**src/rtl/regfile_debug_pkg.sv**
```systemverilog
// Shared types for the register-file debug port: command opcodes, FSM states and
// address constants.
package regfile_debug_pkg;

  localparam int unsigned ADDR_W = 5;

  // Highest register index; a dump stops after responding for this address.
  localparam logic [ADDR_W-1:0] LAST_ADDR = 5'd31;

  typedef enum logic [1:0] {
    READ  = 2'b00,
    WRITE = 2'b01,
    DUMP  = 2'b10,
    RSVD  = 2'b11
  } dbg_op_t;

  typedef enum logic [1:0] {
    StIdle  = 2'b00,
    StWrite = 2'b01,
    StRead  = 2'b10,
    StResp  = 2'b11
  } dbg_state_t;

  // True when the response just captured for addr closes the command.
  function automatic logic is_last_rsp(dbg_op_t op, logic [ADDR_W-1:0] addr,
                                       logic [ADDR_W-1:0] last_addr);
    return (op != DUMP) || (addr == last_addr);
  endfunction

endpackage

```
**src/rtl/regfile_debug_port_reg.sv**
```systemverilog
// Generic enabled register with an active-high asynchronous reset to zero.
module regfile_debug_port_reg #(
  parameter int unsigned W = 1
) (
  input  logic         clk,
  input  logic         arst,
  input  logic         ena,
  input  logic [W-1:0] d,
  output logic [W-1:0] q
);

  always_ff @(posedge clk or posedge arst) begin
    if (arst) begin
      q <= '0;
    end else if (ena) begin
      q <= d;
    end
  end

endmodule

```
**src/rtl/regfile_debug_port.sv**
```systemverilog
// Debug-side initiator for the 32x32 RISC-V register file: single read, single write
// with read-back, and dump-all, returning register contents over a valid/ready stream.
module regfile_debug_port
  import regfile_debug_pkg::*;
#(
  parameter int unsigned DATA_W = 32,
  parameter int unsigned N_REGS = 32
) (
  input  logic              clk,
  input  logic              rst,
  // Command channel
  input  logic              cmd_valid,
  output logic              cmd_ready,
  input  logic [1:0]        cmd_op,
  input  logic [ADDR_W-1:0] cmd_addr,
  input  logic [DATA_W-1:0] cmd_data,
  // Response channel
  output logic              rsp_valid,
  input  logic              rsp_ready,
  output logic [ADDR_W-1:0] rsp_addr,
  output logic [DATA_W-1:0] rsp_data,
  output logic              rsp_last,
  output logic              rsp_err,
  output logic              busy,
  // Register file ports
  output logic              rf_wr_ena,
  output logic [ADDR_W-1:0] rf_wr_addr,
  output logic [DATA_W-1:0] rf_wr_data,
  output logic [ADDR_W-1:0] rf_rd_addr,
  input  logic [DATA_W-1:0] rf_rd_data
);

  localparam logic [ADDR_W-1:0] DumpLastAddr = ADDR_W'(N_REGS - 1);
  localparam int unsigned       PayloadW     = ADDR_W + DATA_W;

  dbg_state_t        state_q, state_d;
  dbg_op_t           op_q, op_d;
  logic [ADDR_W-1:0] addr_q, addr_d;
  logic [DATA_W-1:0] data_q, data_d;
  logic              rsp_valid_q, rsp_valid_d;
  logic              rsp_last_q, rsp_last_d;
  logic              rsp_err_q, rsp_err_d;

  dbg_op_t           cmd_op_e;
  logic              accept;
  logic              rsp_hs;
  logic              rsvd_cap;
  logic              payload_ena;
  logic [PayloadW-1:0] payload_d, payload_q;
  logic              arst;

  assign cmd_op_e  = dbg_op_t'(cmd_op);
  assign cmd_ready = (state_q == StIdle);
  assign accept    = cmd_valid & cmd_ready;
  assign rsp_hs    = rsp_valid_q & rsp_ready;

  always_comb begin
    state_d     = state_q;
    op_d        = op_q;
    addr_d      = addr_q;
    data_d      = data_q;
    rsp_valid_d = rsp_valid_q;
    rsp_last_d  = rsp_last_q;
    rsp_err_d   = rsp_err_q;

    unique case (state_q)
      StIdle: begin
        if (accept) begin
          op_d   = cmd_op_e;
          data_d = cmd_data;
          addr_d = (cmd_op_e == DUMP) ? '0 : cmd_addr;
          unique case (cmd_op_e)
            READ, DUMP: state_d = StRead;
            WRITE:      state_d = StWrite;
            default: begin
              // Reserved opcode answers immediately with an error response.
              state_d     = StResp;
              rsp_valid_d = 1'b1;
              rsp_last_d  = 1'b1;
              rsp_err_d   = 1'b1;
            end
          endcase
        end
      end
      StWrite: begin
        state_d = StRead;
      end
      StRead: begin
        rsp_valid_d = 1'b1;
        rsp_err_d   = 1'b0;
        rsp_last_d  = is_last_rsp(op_q, addr_q, DumpLastAddr);
        state_d     = StResp;
      end
      StResp: begin
        if (rsp_hs) begin
          rsp_valid_d = 1'b0;
          if (rsp_last_q) begin
            state_d = StIdle;
          end else begin
            addr_d  = addr_q + 1'b1;
            state_d = StRead;
          end
        end
      end
      default: begin
        state_d = StIdle;
      end
    endcase
  end

  always_ff @(posedge clk or negedge rst) begin
    if (!rst) begin
      state_q     <= StIdle;
      op_q        <= READ;
      addr_q      <= '0;
      data_q      <= '0;
      rsp_valid_q <= 1'b0;
      rsp_last_q  <= 1'b0;
      rsp_err_q   <= 1'b0;
    end else begin
      state_q     <= state_d;
      op_q        <= op_d;
      addr_q      <= addr_d;
      data_q      <= data_d;
      rsp_valid_q <= rsp_valid_d;
      rsp_last_q  <= rsp_last_d;
      rsp_err_q   <= rsp_err_d;
    end
  end

  // Payload loads from the register file in READ, or with {cmd_addr, 0} for a reserved op.
  assign rsvd_cap    = accept & (cmd_op_e == RSVD);
  assign payload_ena = (state_q == StRead) | rsvd_cap;
  assign payload_d   = rsvd_cap ? {cmd_addr, {DATA_W{1'b0}}} : {addr_q, rf_rd_data};
  assign arst        = ~rst;

  regfile_debug_port_reg #(
    .W(PayloadW)
  ) u_payload_reg (
    .clk (clk),
    .arst(arst),
    .ena (payload_ena),
    .d   (payload_d),
    .q   (payload_q)
  );

  assign rsp_addr  = payload_q[PayloadW-1:DATA_W];
  assign rsp_data  = payload_q[DATA_W-1:0];
  assign rsp_valid = rsp_valid_q;
  assign rsp_last  = rsp_last_q;
  assign rsp_err   = rsp_err_q;
  assign busy      = (state_q != StIdle);

  assign rf_wr_ena  = (state_q == StWrite);
  assign rf_wr_addr = addr_q;
  assign rf_wr_data = data_q;
  assign rf_rd_addr = addr_q;

endmodule

```
**config.mk**
```make
export PLATFORM = sky130hd
export DESIGN_NAME = regfile_debug_port
export DESIGN_NICKNAME = d
export VERILOG_FILES = /design/src/rtl/regfile_debug_pkg.sv /design/src/rtl/regfile_debug_port_reg.sv /design/src/rtl/regfile_debug_port.sv
export SDC_FILE = /design/constraint.sdc
export NUM_CORES = 1
export LEC_CHECK = 0
export ABC_AREA = 1
export BUFFER_PORTS_ARGS = -buffer_cell sky130_fd_sc_hd__buf_2
export CORE_UTILIZATION = 51
export DETAILED_ROUTE_END_ITERATION = 10
export PLACE_DENSITY = 0.95
export SLEW_MARGIN = 20
export SYNTH_ARGS = -nofsm -noshare
export SYNTH_HDL_FRONTEND = slang
export SYNTH_SLANG_ARGS = --single-unit
```
**constraint.sdc**
```tcl
create_clock -name clk -period 3.8 [get_ports clk]
set_input_delay 0.38 -clock clk [delete_from_list [all_inputs] [get_ports clk]]
set_output_delay 0.38 -clock clk [all_outputs]
set_load 0.005 [all_outputs]
```
==> out/results.tsv, run 1 <==
stage	metric	value	unit
global_route	grt_pass1_wl	13.4	mm
setup_path	end_kind	flip-flop	
finish	drive_gt1_share	31.4	%
setup_path	path_class	flip-flop to flip-flop	
clock_network	cts_buffer_depth	2	
setup_path	slowest_stage	inv_2	
min_path	holdPathStages	3	
clock_network	cts-root-buf	clkbuf_8	
sta	max_clock_freq	0.488	GHz
setup_path	reg2regPathDepth	7	
setup_path	crit_arrival	2.32	ns
global_route	grtUsageTotal	23.3	%
place	dpl.cell_count	699	
clock_network	post_cts_buffers	0	
setup_path	crit_path_max_fanout	39	
sta	worst_pin_slew	0.649	ns
setup_path	r2r_setup_slack	1.75	ns
place	gp_congestion	0.856	
finish	num_antenna_cells	0	
setup_path	crit_family	buffers and inverters	
sta	layout_min_cycle_time	2.05	ns
yosys	syn_avg_cell_area	7.82	sq um
place	place_area	4410	sq um
yosys	syn-cell-area	3630	sq um
detailed_routing	viasPerCell	4.74	
clock_network	tritoncts	yes	
yosys	ys_seq_area_share	55.8	%
floorplanning	rows	30	
finish	area_growth	27.8	%
floorplanning	die_h	86.4	microns
floorplanning	start_util	53.2	%
finish	post-route-util	68.0	%
setup_path	critPathMostFrequentCell	nand2_1	
setup_path	r2r_end	u_payload_reg.q[28]	
place	place_ws	1.73	ns
yosys	ys_warn_count	0	
power_and_ir_drop	powerDensity	811	nW/um^2
status	status	complete, no violations	
detailed_routing	ant_nets	0	
finish	final_cells	717	
yosys	synth_cells	465	
floorplanning	ioPinCount	160	
global_route	antenna_found_initial	0	
detailed_routing	drtIter0Drc	243	
sta	rsz0062_at_grt	no	
clock_network	clock_latency	0.33	ns
global_route	use_met2	39.2	%
yosys	synth-seq-cells	81	
setup_path	cp_num_buf_inv	3	
clock_network	cts_buffers	9	
setup_path	path_cells	inv_1, nand2_2, inv_2, nand2_1, nand2_1, nand2_1, inv_1	
global_route	grt_overflow_total	0	
yosys	syn_nets	542	
power_and_ir_drop	p_leak	2.94	nW
power_and_ir_drop	ir_worst_vdd	0.389	mV
detailed_routing	first_pass_iters	4	
floorplanning	core_area	6830	sq um
detailed_routing	drcViolationCount	0	
sta	fin_crit_sh	54.0	%
detailed_routing	vias	3401	
sta	fin_skew	0.00713	ns
place	hpwl	5.99	mm
finish	nets	693	
min_path	holdCritPathClass	input pin to flip-flop	
sta	layout_setup_ws	1.75	ns
min_path	hold_end	rf_wr_data[3]	
clock_network	numClockSinks	81	
yosys	ys_types	18	
detailed_routing	post_drt_wl_per_cell	11.8	microns
sta	final_hold_viol_count	0	
sta	final.setup.tns	0	ns
setup_path	cp_data_required_time	4.06	ns
global_route	grt_max_degree	82	
setup_path	r2r-start	state_q[0]	
floorplanning	die_area	7470	sq um
global_route	grtUsageMet1	28.4	%
sta	whs	0.232	ns
clock_network	clk_pin_slew	0.08	ns
global_route	grt_pass1_vias	3110	
place	port_buffers	159	
detailed_routing	routed_wirelength	8.46	mm
job	cap_violations	0	
min_path	min_from	cmd_data[3]	
sta	slew_headroom	56.7	%
global_route	use_met3	5.24	%
sta	setup_viol	0	
sta	finalMaxSlewViolations	0	
power_and_ir_drop	totalPowerFinal	3.77	mW
floorplanning	die_x	86.4	microns
clock_network	cts_max_level	3	
setup_path	slowest_delay	0.66	ns
setup_path	startpoint_type	flip-flop	
clock_network	post_cts_resized	0	
clock_network	ctsHoldBuffers	0	
finish	fill_cells	587	
global_route	top_usage_layer	met2	
finish	fin_area	4650	sq um
-- placed cells by master, fill, tap and decap left out, types with 2 or more instances in the layout --
cell / instances
nand2_1: 274
nor2_1: 6
buf_4: 2
clkinvlp_4: 2
clkinv_2: 2
buf_2: 158
clkbuf_8: 10
nand3_1: 14
nor3_1: 2
o21ai_0: 7
inv_2: 9
inv_1: 36
dfrtp_1: 81
nand2_2: 6
nor2_4: 2
ha_1: 2
-- cells in the mapped netlist (all sizes together) --
cell / count / share of area (%)
ha: 2 / 0.69
nand2: 280 / 29
nand3: 14 / 1.9
nand4: 1 / 0.17
dfrtp: 81 / 56
a31oi: 1 / 0.17
o21ai: 7 / 0.96
inv: 45 / 4.6
nor2: 10 / 2.0
nor3: 2 / 0.28
buf: 22 / 4.1
-- worst max-delay path by stage --
stage / start / endpoint / cells past startpoint
after detailed placement: state_q[0] / u_payload_reg.q[34] / 6
after floorplan: rf_rd_addr[0] / rf_rd_addr[4] / 8
after global placement: state_q[0] / rsp_err / 6
after global routing: state_q[0] / u_payload_reg.q[28] / 7
final: state_q[0] / u_payload_reg.q[28] / 7
after CTS: state_q[0] / u_payload_reg.q[29] / 7
-- logic make-up after synthesis --
| group | count (synthesis) | synth area share, % |
|---|---|---|
| AOI/OAI and AO/OA | 8 | 1.14 |
| adders and majority gates | 2 | 0.688 |
| buffers and inverters | 67 | 8.74 |
| DFF | 81 | 55.8 |
| and+or+nand+nor | 307 | 33.7 |
-- power breakdown --
group          leakage, nW  switching (mW)  internal, mW
registers             1.01           0.267          1.27
clock network       0.0953           0.291         0.320
logic                 1.84           0.948         0.672
-- registers in the layout, summed over array words and instances, names as in the netlist --
name / count
u_payload_reg.q: 37
op_q: 2
rsp_err: 1
rsp_valid: 1
state_q: 2
rsp_last: 1
rf_rd_addr: 5
rf_wr_data: 32
-- layout make-up --
class	instances	area (sq um)	share of cell area, %
Clock buffer	11	141	3.04
Clock inverter	5	55.1	1.19
Inverter	45	169	3.64
Multi-Input combinational cell	317	1290	27.8
Sequential cell	81	2030	43.6
Tap cell	96	120	2.59
Timing Repair Buffer	162	843	18.2
-- metal layers --
metal	vias up	share of wire (%)	routed length, microns
li1	1674	-	-
met1	1542	41	3500
met2	165	50	4190
met3	20	7.2	609
met4	0	1.9	159
met5	-	0	0
-- worst reg2reg max path, stage by stage, from the launching register on --
cell and delay, ns:
dfrtp_1 0.44, inv_1 0.13, nand2_2 0.38, inv_2 0.66, nand2_1 0.15, nand2_1 0.10
nand2_1 0.05, inv_1 0.08
Note: power is estimated with default switching activity, not from simulation.
==> run 2, diff against run 1 <==
- CORE_UTILIZATION: 51 -> 47
- PLACE_DENSITY: 0.95 -> 0.9
- clock period: 3.8 -> 1.9 ns (I/O delays scaled with it)
==> out/results.tsv, run 2 (synthesis gave the netlist of run 1 again) <==
stage	metric	value	unit
status	status	complete, no violations	
setup_path	crit_path_max_fanout	33	
power_and_ir_drop	p_int	4.56	mW
sta	fin_crit_sh	79.1	%
setup_path	critical_path.startpoint	state_q[1]	
finish	register_area	2030	sq um
place	place_area	4460	sq um
setup_path	end_kind	flip-flop	
finish	regMostFlops	u_payload_reg.q	
place	hpwl	6.18	mm
power_and_ir_drop	clockPowerShare	15.6	%
floorplanning	start_util	49.3	%
detailed_routing	vias	3385	
finish	post-route-util	63.2	%
clock_network	clk_pin_slew	0.08	ns
place	dpl.cell_count	705	
min_path	min_from	cmd_data[18]	
clock_network	tritoncts	yes	
detailed_routing	drcViolationCount	0	
global_route	grtUsageTotal	21.7	%
sta	rsz0062_at_grt	no	
finish	final_cells	720	
clock_network	cts-root-buf	clkbuf_8	
finish	num_antenna_cells	0	
finish	area_growth	28.1	%
min_path	holdCritPathClass	input pin to flip-flop	
sta	layout_min_cycle_time	1.50	ns
sta	finalMaxSlewViolations	0	
place	port_buffers	159	
setup_path	startpoint_type	flip-flop	
sta	max_clock_freq	0.665	GHz
setup_path	r2r-start	state_q[1]	
global_route	grt_max_degree	45	
detailed_routing	post_drt_wl_per_cell	11.7	microns
floorplanning	die_area	8090	sq um
global_route	grt_pass1_wl	14.1	mm
sta	final.setup.tns	0	ns
detailed_routing	ant_nets	0	
finish	layout_common_cells	274 x nand2_1, 158 x buf_2, 81 x dfrtp_1	
finish	fill_cells	631	
setup_path	path_class	flip-flop to flip-flop	
clock_network	numClockSinks	81	
clock_network	clock_latency	0.33	ns
detailed_routing	drtIter0Drc	197	
clock_network	cts_buffers	9	
finish	fin_area	4660	sq um
power_and_ir_drop	powerDensity	1620	nW/um^2
sta	worst_pin_slew	0.558	ns
power_and_ir_drop	p_seq_share	40.5	%
floorplanning	die_x	89.9	microns
power_and_ir_drop	pwr-share-comb	43.8	%
setup_path	crit_arrival	1.73	ns
setup_path	cp_data_required_time	2.12	ns
global_route	grt_overflow_total	0	
floorplanning	ioPinCount	160	
detailed_routing	routed_wirelength	8.46	mm
floorplanning	rows	31	
global_route	grt_pass1_vias	3235	
job	cap_violations	0	
finish	multi_input_area	1290	sq um
place	gp_congestion	0.900	
sta	slew_headroom	62.8	%
power_and_ir_drop	ir_worst_vdd	0.763	mV
finish	nets	695	
power_and_ir_drop	switchingPower	2.99	mW
floorplanning	core_area	7370	sq um
detailed_routing	first_pass_iters	4	
sta	final_hold_viol_count	0	
sta	fin_skew	0.00784	ns
finish	final_common_cell	nand2_1	
finish	largest_reg_flops	37	
power_and_ir_drop	switching_share	39.6	%
detailed_routing	viasPerCell	4.70	
clock_network	cts_buffer_depth	2	
floorplanning	die_h	89.9	microns
finish	drive_gt1_share	31.6	%
global_route	antenna_found_initial	0	
clock_network	post_cts_resized	0	
power_and_ir_drop	p_leak	2.96	nW
clock_network	cts_max_level	3	
sta	setup_viol	0	
run 2: cell count changes in the layout (fill, tap and decap cells not counted), sizes merged:
| cell | previous run | this run |
|---|---|---|
| clkbuf | 11 | 10 |
| clkinvlp | 2 | 0 |
| buf | 161 | 163 |
| clkinv | 2 | 3 |
run 2: worst paths after layout:
path	depth (start not counted)	slack, ns	end
setup / recovery	6	0.40	u_payload_reg.q[26]
hold / removal	3	0.05	rf_wr_data[18]
setup reg to reg	6	0.40	u_payload_reg.q[26]
hold reg to reg	2	0.48	u_payload_reg.q[32]
max in group asynchronous	3	0.90	u_payload_reg.q[27]
min in group asynchronous	2	0.39	rf_wr_data[31]
run 2: routing by layer:
| metal | vias to the layer above | GRT usage, % | share of wire, % |
|---|---|---|---|
| li1 | 1673 | - | - |
| met1 | 1555 | 26.4 | 42 |
| met2 | 142 | 36.9 | 49 |
| met3 | 15 | 5.58 | 7.3 |
| met4 | 0 | 8.60 | 1.6 |
| met5 | - | 0 | 0 |
run 2: stage by stage:
step                power, mW  hold slack (ns)  setup slack [ns]
floorplan                5.11           -0.106             0.561
global placement         6.22            0.209             0.459
detailed placement       6.40            0.215             0.389
CTS                      7.61           0.0349             0.378
global route             8.22           0.0290             0.243
finish                   7.55           0.0480             0.396
run 2: what timing repair did:
| action | CTS | global route |
|---|---|---|
| hold buffers | 1 | 0 |
| buffers inserted | 0 | 0 |
| endpoints found under the setup margin | 0 | 0 |
| hold endpoints to repair | 43 | 0 |
run 2: cell type report:
cell class,instances,share of cell area (%)
clock buffer,10,2.96
inverter,45,3.63
timing repair buffer,164,18.5
sequential,81,43.5
clock inverter,4,0.967
multi-input combinational,317,27.7
tap,99,2.66
run 2: power by group through the flow:
stage	Sequential, mW	Combinational [mW]	Clock [mW]
after global placement	3.04	3.19	0
after detailed placement	3.06	3.34	0
after floorplan	3.10	2.01	0
final	3.06	3.31	1.18
after global routing	3.15	3.78	1.30
after CTS	3.05	3.35	1.22
run 2: critical path, stage by stage (launching register included):
cell     delay (ns)
dfrtp_1        0.47
nor2_4         0.17
nand2_2        0.16
nor2_8         0.18
inv_2          0.23
nand2_1        0.15
inv_2          0.03
==> run 3, diff against run 2 <==
- CORE_UTILIZATION: 47 -> 43
- PLACE_DENSITY: 0.9 -> 0.87
- clock period: 1.9 -> 1.31 ns (I/O delays scaled with it)
==> out/results.tsv, run 3 (synthesis gave the netlist of run 1 again) <==
stage	metric	value	unit
detailed_routing	viasPerCell	4.61	
setup_path	cp_data_required_time	1.18	ns
sta	fin_skew	0.00973	ns
status	violations	negative setup slack	
floorplanning	die_h	93.9	microns
setup_path	critical_path.startpoint	state_q[1]	
floorplanning	core_area	8220	sq um
finish	final_common_cell	nand2_1	
clock_network	clk_pin_slew	0.08	ns
power_and_ir_drop	powerDensity	2210	nW/um^2
global_route	grt_overflow_total	0	
floorplanning	rows	33	
global_route	antenna_found_initial	0	
floorplanning	die_area	8820	sq um
global_route	grt_max_degree	35	
clock_network	cts_buffer_depth	2	
sta	fin_crit_sh	102	%
place	dpl.cell_count	727	
status	status	finished, violations left	
sta	rsz0062_at_grt	yes	
sta	whs	0.0389	ns
place	port_buffers	159	
clock_network	cts-root-buf	clkbuf_8	
floorplanning	start_util	44.2	%
sta	layout_setup_ws	-0.0244	ns
detailed_routing	post_drt_wl_per_cell	12.7	microns
clock_network	clock_latency	0.33	ns
sta	worst_pin_slew	0.316	ns
setup_path	crit_arrival	1.20	ns
clock_network	numClockSinks	81	
global_route	grt_pass1_wl	15.2	mm
finish	regMostFlops	u_payload_reg.q	
finish	nets	750	
finish	num_antenna_cells	0	
detailed_routing	ant_nets	0	
clock_network	cts_max_level	3	
finish	layout_common_cells	273 x nand2_1, 157 x buf_2, 79 x dfrtp_1	
clock_network	cts_buffers	9	
floorplanning	ioPinCount	160	
power_and_ir_drop	p_leak	3.28	nW
finish	drive_gt1_share	34.1	%
setup_path	startpoint_type	flip-flop	
floorplanning	die_x	93.9	microns
sta	setup_viol	2	
finish	area_growth	47.8	%
min_path	min_from	cmd_addr[1]	
power_and_ir_drop	ir_worst_vdd	1.05	mV
finish	final_cells	783	
setup_path	path_class	flip-flop to primary output	
detailed_routing	first_pass_iters	4	
finish	fill_cells	682	
sta	layout_min_cycle_time	1.33	ns
detailed_routing	routed_wirelength	9.97	mm
place	hpwl	6.26	mm
job	cap_violations	0	
clock_network	tritoncts	yes	
global_route	grt_pass1_vias	3252	
global_route	grtUsageTotal	22.1	%
min_path	holdCritPathClass	input pin to flip-flop	
setup_path	r2r_setup_slack	-0.01	ns
place	gp_congestion	0.849	
sta	slew_headroom	78.9	%
sta	max_clock_freq	0.749	GHz
setup_path	end_kind	primary output	
sta	finalMaxSlewViolations	0	
sta	final_hold_viol_count	0	
detailed_routing	drtIter0Drc	147	
detailed_routing	vias	3609	
finish	largest_reg_flops	37	
setup_path	crit_path_max_fanout	4	
detailed_routing	drcViolationCount	0	
setup_path	r2r-start	rf_rd_addr[1]	
## run 3: cell count changes in the layout (fill, tap and decap cells not counted), moves of 4 or more
cell / change
dlygate4sd3_1: +32
nand2_4: +5
buf_4: +10
buf_6: +6
nand2_2: -4
buf_12: +6
## run 3: metrics by stage
stage	util, %	power (mW)	worst slack, ns	instance area (sq um)	setup TNS, ns
after global placement	56.5	9.42	0.0134	4640	0
after detailed placement	56.5	9.69	-0.0387	4640	-0.173
after CTS	63.3	11.6	-0.0223	5200	-0.125
final	65.4	11.9	-0.0244	5370	-0.0334
after floorplan	-	7.42	0.00101	3640	0
after global routing	65.4	12.9	-0.0813	5370	-0.490
## run 3: worst paths after layout
path,cells past startpoint,endpoint
max in group asynchronous,3,u_payload_reg.q[12]
worst max register to register,8,rf_rd_addr[4]
worst min-delay path,3,u_payload_reg.q[33]
worst min register to register,2,rf_wr_data[3]
min in group asynchronous,2,rf_wr_data[2]
worst max-delay path,4,busy
## run 3: metal layers
metal | track usage, % | vias up | part of all wire, %
li1 | - | 1781 | -
met1 | 27.1 | 1682 | 41
met2 | 38.4 | 134 | 52
met3 | 4.85 | 12 | 5.7
met4 | 7.56 | 0 | 1.2
met5 | 0 | - | 0
## run 3: final cells by class
type | count | area (sq um) | share of cell area [%]
inverter | 45 | 181 | 3.38
sequential | 81 | 2030 | 37.8
multi-input combinational | 317 | 1360 | 25.3
clock buffer | 11 | 141 | 2.63
tap | 105 | 131 | 2.45
timing repair buffer | 219 | 1500 | 27.9
clock inverter | 5 | 32.5 | 0.605
## run 3: timing repair
| action | 4_1_cts | 5_1_grt |
|---|---|---|
| endpoints found under the hold margin | 113 | 0 |
| gates cloned | 1 | 1 |
| hold buffers | 33 | 0 |
| endpoints found under the setup margin | 48 | 79 |
| resized for setup | 5 | 24 |
| setup buffers | 1 | 4 |
| pin swaps | 0 | 8 |
## run 3: worst max-delay path, stage by stage (launching register included)
cell and delay (ns):
dfrtp_2 0.45, nor2_4 0.15, buf_6 0.13, inv_2 0.03, buf_6 0.10
## run 3: where the power goes
| group | internal [mW] | leakage [nW] | switching [mW] |
|---|---|---|---|
| Combinational | 2.73 | 2.19 | 3.15 |
| Sequential | 3.69 | 1.00 | 0.706 |
| Clock | 0.735 | 0.0813 | 0.882 |
